## src/rtl/crc16_rx_chk.sv

```systemverilog
// rtl/crc16_rx_chk.sv - USB DATA-packet receive stage: PID check, PID/CRC strip, on-the-fly CRC16 check
// Payload is delayed two bytes in a hold buffer so the trailing CRC bytes never reach the link side.

module crc16_byte_upd (
  input  logic [15:0] crc_in,
  input  logic [7:0]  data,
  output logic [15:0] crc_out
);
  logic [15:0] c;

  always_comb begin
    c = crc_in ^ {8'h00, data};
    for (int i = 0; i < 8; i++) begin
      c = c[0] ? ((c >> 1) ^ 16'hA001) : (c >> 1);
    end
    crc_out = c;
  end
endmodule

```

## config.mk

```make
export PLATFORM = sky130hd
export DESIGN_NAME = crc16_byte_upd
export DESIGN_NICKNAME = d
export VERILOG_FILES = /design/src/rtl/crc16_rx_chk.sv
export SDC_FILE = /design/constraint.sdc
export NUM_CORES = 1
export LEC_CHECK = 0
export CAP_MARGIN = 15
export CORE_AREA = 2 2 39 41
export DETAILED_ROUTE_END_ITERATION = 8
export DIE_AREA = 0 0 41 43
export PLACE_DENSITY_LB_ADDON = 0.05
export SYNTH_ARGS = -nofsm -noshare
export SYNTH_HDL_FRONTEND = slang
export SYNTH_SLANG_ARGS = --single-unit
```

## constraint.sdc

```tcl
create_clock -name vclk -period 1.7
set_input_delay 0.34 -clock vclk [all_inputs]
set_output_delay 0.34 -clock vclk [all_outputs]
set_load 0.005 [all_outputs]
```

==> results of run 1 <==
==> timing repair <==
action / CTS / global route
setup endpoints to repair: 11 / 7
cloned: 0 / 0
hold endpoints to repair: 0 / 0
setup buffers: 10 / 4
hold buffers: 0 / 0
gates resized for setup: 95 / 26
pin swaps: 18 / 13
==> power groups by stage <==
stage	clock network, uW	registers [uW]	logic (uW)
CTS	0	0	495
global placement	0	0	497
floorplan	0	0	214
finish	0	0	545
detailed placement	0	0	507
global route	0	0	593
==> final cells by class <==
type	count	share of cell area (%)
repair buffers	50	48.3
inverters	1	0.447
multi-input cells	23	48.9
well taps	16	2.38
==> path summary, 6_finish.rpt <==
path              startpoint         end  slack [ns]  depth (start not counted)
setup / recovery     data[1]  crc_out[0]       -0.15                          6
hold / removal    crc_in[12]  crc_out[4]        0.68                          0
==> cell families after synthesis <==
| kind of cell | Yosys count |
|---|---|
| xor+xnor | 23 |
| buf+inv | 6 |
==> cells in the mapped netlist, drive strengths merged <==
cell    n
xnor3   1
buf     5
xor2    8
xnor2  14
inv     1
==> per-stage QoR <==
step                total power [uW]  setup slack (ns)  setup TNS, ns  hold WS [ns]
floorplan                        214         0.0000785              0         0.735
global placement                 497            -0.834          -6.13         0.680
detailed placement               507            -0.889          -6.37         0.680
CTS                              495            -0.229         -0.482         0.680
global route                     593            -0.197         -0.433         0.680
finish                           545            -0.148         -0.225         0.680
==> worst max-delay path, delay by kind of cell <==
family / cells / cell delay, ns
buffers and inverters: 2 / 0.24
xor gates and xnor gates: 4 / 0.94
==> metal layers <==
layer | global-route usage [%] | share of wire (%)
met3 | 0.524 | 11
met1 | 8.09 | 23
met4 | 0 | 0
met2 | 24.7 | 67
met5 | 0 | 0
==> impl_results.md, run 1 <==
* Netlist cell types at 7
* GPL Wtd Cong at about 0.6
* Reg power frac at 0%
* Synth Instances at 29
* Final setup vio count at 2
* Port bufs at 30
* Mux contribution to synthesized area at 0%
* Number of I/O pins at 40
* Most common cell after layout, fill and taps aside: buf_4
* Switching share of power at a little over a third
* Largest area contributor in the netlist: xnor2_1
* Horiz. Die Dim at between 40 and 50 um
* Final hold vios at 0
* Multi-input gate area at approximately 410 sq um
* Storage cell area at 0 sq um
* Post-synthesis compound-gate area fraction at 0%
* Placement Cell Area at approximately 670 sq um
* Ranking of synthesized cells by area: xnor2_1, xor2_1, buf_4, xnor2_2, xnor3_1
* Largest net degree at the start of global routing at 4
* CP max-delay cell: xnor3_1
* WL final at between 800 and 900 um
* Critical path class: input port to primary output
* Yosys top cell area share at 37.7%
* P per Cell Area at 650 mW/mm^2
* Iteration-0 DRC Markers at 0
* Antenna violations before repair at 0
* # DRC at 0
* Sequential area share after synthesis at 0%
* Synth Area in Simple Gates at 0%
* Starting Density at about a fifth
* Worst-path cell chain: buf_6 -> xor2_2 -> xnor2_2 -> xnor2_2 -> xnor3_1 -> buf_2
* Lkg Pwr at about 0.00040 uW
* Via count at roughly 350
* Vias in the first global route at roughly 370
* Post-synthesis net count at 53
* Dpl cells at between 70 and 80
* Die Area at about 0.0018 sq mm
* Worst EP arrival at approximately 1.5 ns
* Peak supply drop at ~240 uV
* CP Max Fanout at 3
* Logic pwr share at between 90% and 100%
* Most frequent cells in the layout: buf_4, buf_2, buf_6, xor2_2
* Layout cell share with drive strength beyond 1 at roughly four fifths
* Seq cells at 0
* CP Data Required Time at 1.36 ns
* Post-synthesis xor/xnor area fraction at ~85%
* Core Area at between 0.001 and 0.0015 sq mm
* First drt pass iteration count at 1
* Startpoint Class: input port
* Crit end category: primary output
* Post-layout min period at 1.85 ns
* Clock buffer count at 0
* Final worst setup slack at -0.148 ns
* Max Freq at about 540 MHz
* Post-route cell area at around 840 sq um
* Wire length per cell at between 9 and 10 um
* Max stage delay on crit path at between 0.3 and 0.4 ns
* Post-route ant nets at 0
* Total grt overflow at 0
* Area share of fa/ha/maj cells after synthesis at 0%
* NumNets Final at 100
* Post-DP HPWL at 671 um
* Hold/Removal Path Class: input port to primary output
* Via/cell ratio at between 3 and 4
* First-pass GRT wire length at ~1.4 mm
* Final Util at approximately three fifths
* P_sw at roughly 200 uW
* Result of the run: finished with violations
* Final worst path period share at 109%
* RSZ-0062 raised after global routing: yes
* Tightest Pin Transition at 0.293 ns
* Ys Warns at 0
* Internal at between 300 and 400 uW
* Cell mode on critical path: xnor2_2
* Clk pwr share at 0%
* Max_slew headroom at between 80% and 90%
* Failing checks: setup timing
* Antenna diode count at 0
* Rows at 14
* Global Route Usage Sum at 10.6%
* Post-Syn Area at 279 sq um
* Area Growth Syn to Fin at 201%
* Non-Filler Instances at 90
* # fillers at 123
* Largest family of logic cells by synthesized area: XOR/XNOR gates
* Max cap viols at 0
* Die H at 43 um
* Slew Limit Fails at 0
* Synth Area per Inst at about 9.6 sq um
Note: power is estimated with default switching activity, not from simulation.
==> run 2: changes to the inputs <==
REMOVE_ABC_BUFFERS = 1   (was default)
==> impl_results.md, run 2 (synthesis gave the netlist of run 1 again) <==
* Result of the run: finished with violations
* Failing checks: setup timing
* Most common cell after layout, fill and taps aside: buf_4
* Hold Slack at 0.680 ns (-0.0000350 ns)
* Pre-CTS setup slack at -0.911 ns (-0.0222 ns)
* CP Max Fanout at 2 (-1)
* Die H at 43 um (unchanged)
* Horiz. Die Dim at 41 um (unchanged)
* Port bufs at 30 (unchanged)
* Layout cell share with drive strength beyond 1 at 78.9% (-0.78 points)
* Wire length per cell at 8.98 um (-8.6%)
* Crit end category: primary output
* Final hold vios at 0 (unchanged)
* GPL Wtd Cong at 0.544 (-9.3%)
* Placement Cell Area at 637 sq um (-5.6%)
* Via/cell ratio at 3.70 (-4.4%)
* Final setup vio count at 3 (+1)
* CP Data Required Time at 1.36 ns (about the same)
* Post-route cell area at 778 sq um (-7.3%)
* # DRC at 0 (unchanged)
* Antenna violations before repair at 0 (unchanged)
* Final worst setup slack at -0.180 ns (-0.0322 ns)
* RSZ-0062 raised after global routing: yes
* Die Area at 0.00176 sq mm (unchanged)
* Post-layout min period at 1.88 ns (+0.0322 ns)
* Setup Total Neg Slack at -0.429 ns (-0.204 ns)
* Final worst path period share at 111% (+1.9 points)
* Number of I/O pins at 40 (unchanged)
* Vias in the first global route at 322 (-14%)
* Max cap viols at 0 (unchanged)
* Setup crit start: data[5]
* Rows at 14 (unchanged)
* Starting Density at 20.2% (unchanged)
* Critical path class: input port to primary output
* Global Route Usage Sum at 9.44% (-1.1 points)
* Slew Limit Fails at 0 (unchanged)
* Max Freq at 532 MHz (-1.7%)
* # fillers at 129 (+4.9%)
* Antenna diode count at 0 (unchanged)
* CTS Hold Bufs at 0 (unchanged)
* P per Cell Area at 744 mW/mm^2 (+14%)
* Iteration-0 DRC Markers at 0 (unchanged)
* Most frequent cells in the layout: buf_4, buf_2, xnor2_2, buf_6
* Tightest Pin Transition at 0.304 ns (+0.0115 ns)
* Post-route ant nets at 0 (unchanged)
* Area Growth Syn to Fin at 179%
* Hold/Removal Path Class: input port to primary output
* Via count at 340 (-2.3%)
* Lkg Pwr at 0.000394 uW (-2.5%)
* Peak supply drop at 257 uV (+9.1%)
* Startpoint Class: input port
* Worst EP arrival at 1.54 ns (+0.03 ns)
* WL final at 826 um (-6.6%)
* Total grt overflow at 0 (unchanged)
* First drt pass iteration count at 1 (unchanged)
* CP Capture Point: crc_out[0]
* Storage cell area at 0 sq um (unchanged)
* Max_slew headroom at 79.6% (-0.77 points)
* Clock buffer count at 0 (unchanged)
* Post-DP HPWL at 620 um (-7.6%)
* Largest net degree at the start of global routing at 4 (unchanged)
* Seq cells at 0 (unchanged)
* NumNets Final at 102 (+2.0%)
* Total Power at 579 uW (+6.1%)
* Core Area at 0.00138 sq mm (unchanged)
* First-pass GRT wire length at 1.22 mm (-9.7%)
-- run 2: layout make-up --
type                            instances  area, sq um  area share (%)
Inverter                                1         3.75           0.482
Timing Repair Buffer                   52          393            50.5
Tap cell                               16         20.0            2.57
Multi-Input combinational cell         23          362            46.5
-- run 2: routing by layer --
| layer | track usage [%] | wire, um | share of wire, % | up-vias |
|---|---|---|---|---|
| met3 | 2.09 | 78 | 9.4 | 0 |
| met2 | 20.0 | 511 | 62 | 21 |
| met4 | 0 | 0 | 0 | 0 |
| met5 | 0 | 0 | 0 | - |
| met1 | 8.36 | 237 | 29 | 148 |
| li1 | - | - | - | 171 |
-- run 2: repair_timing --
| item | CTS | global route |
|---|---|---|
| gates resized for setup | 107 | 5 |
| buffers inserted | 11 | 2 |
| pin swaps | 16 | 10 |
| endpoints found under the setup margin | 11 | 3 |
-- run 2: worst max-delay path, stage by stage --
cell,delay (ns)
buf_6,0.10
xor2_2,0.18
xor2_2,0.18
buf_4,0.16
xnor2_4,0.14
xnor3_1,0.31
buf_2,0.13
-- run 2: worst min path at each step --
stage / start / to / cells past startpoint
6_report: crc_in[9] / crc_out[1] / 0
5_1_grt: crc_in[9] / crc_out[1] / 0
4_1_cts: crc_in[9] / crc_out[1] / 0
3_5_place_dp: crc_in[9] / crc_out[1] / 0
3_3_place_gp: crc_in[9] / crc_out[1] / 0
2_1_floorplan: crc_in[9] / crc_out[1] / 0
-- run 2: metrics by stage --
step	utilization [%]	cells
after floorplan	-	24
after global placement	46.0	80
after detailed placement	46.0	80
after CTS	52.3	90
after global routing	56.2	92
final	56.2	92
-- run 2: where the power goes --
group	total (uW)	internal, uW	switching (uW)
combinational	579	376	202
sequential	0	0	0
clock	0	0	0
==> run 3: changes to the inputs <==
SLEW_MARGIN = 20   (was default)
==> results of run 3 <==
Same layout as run 2: the final DEF is identical, and so are final timing and power.
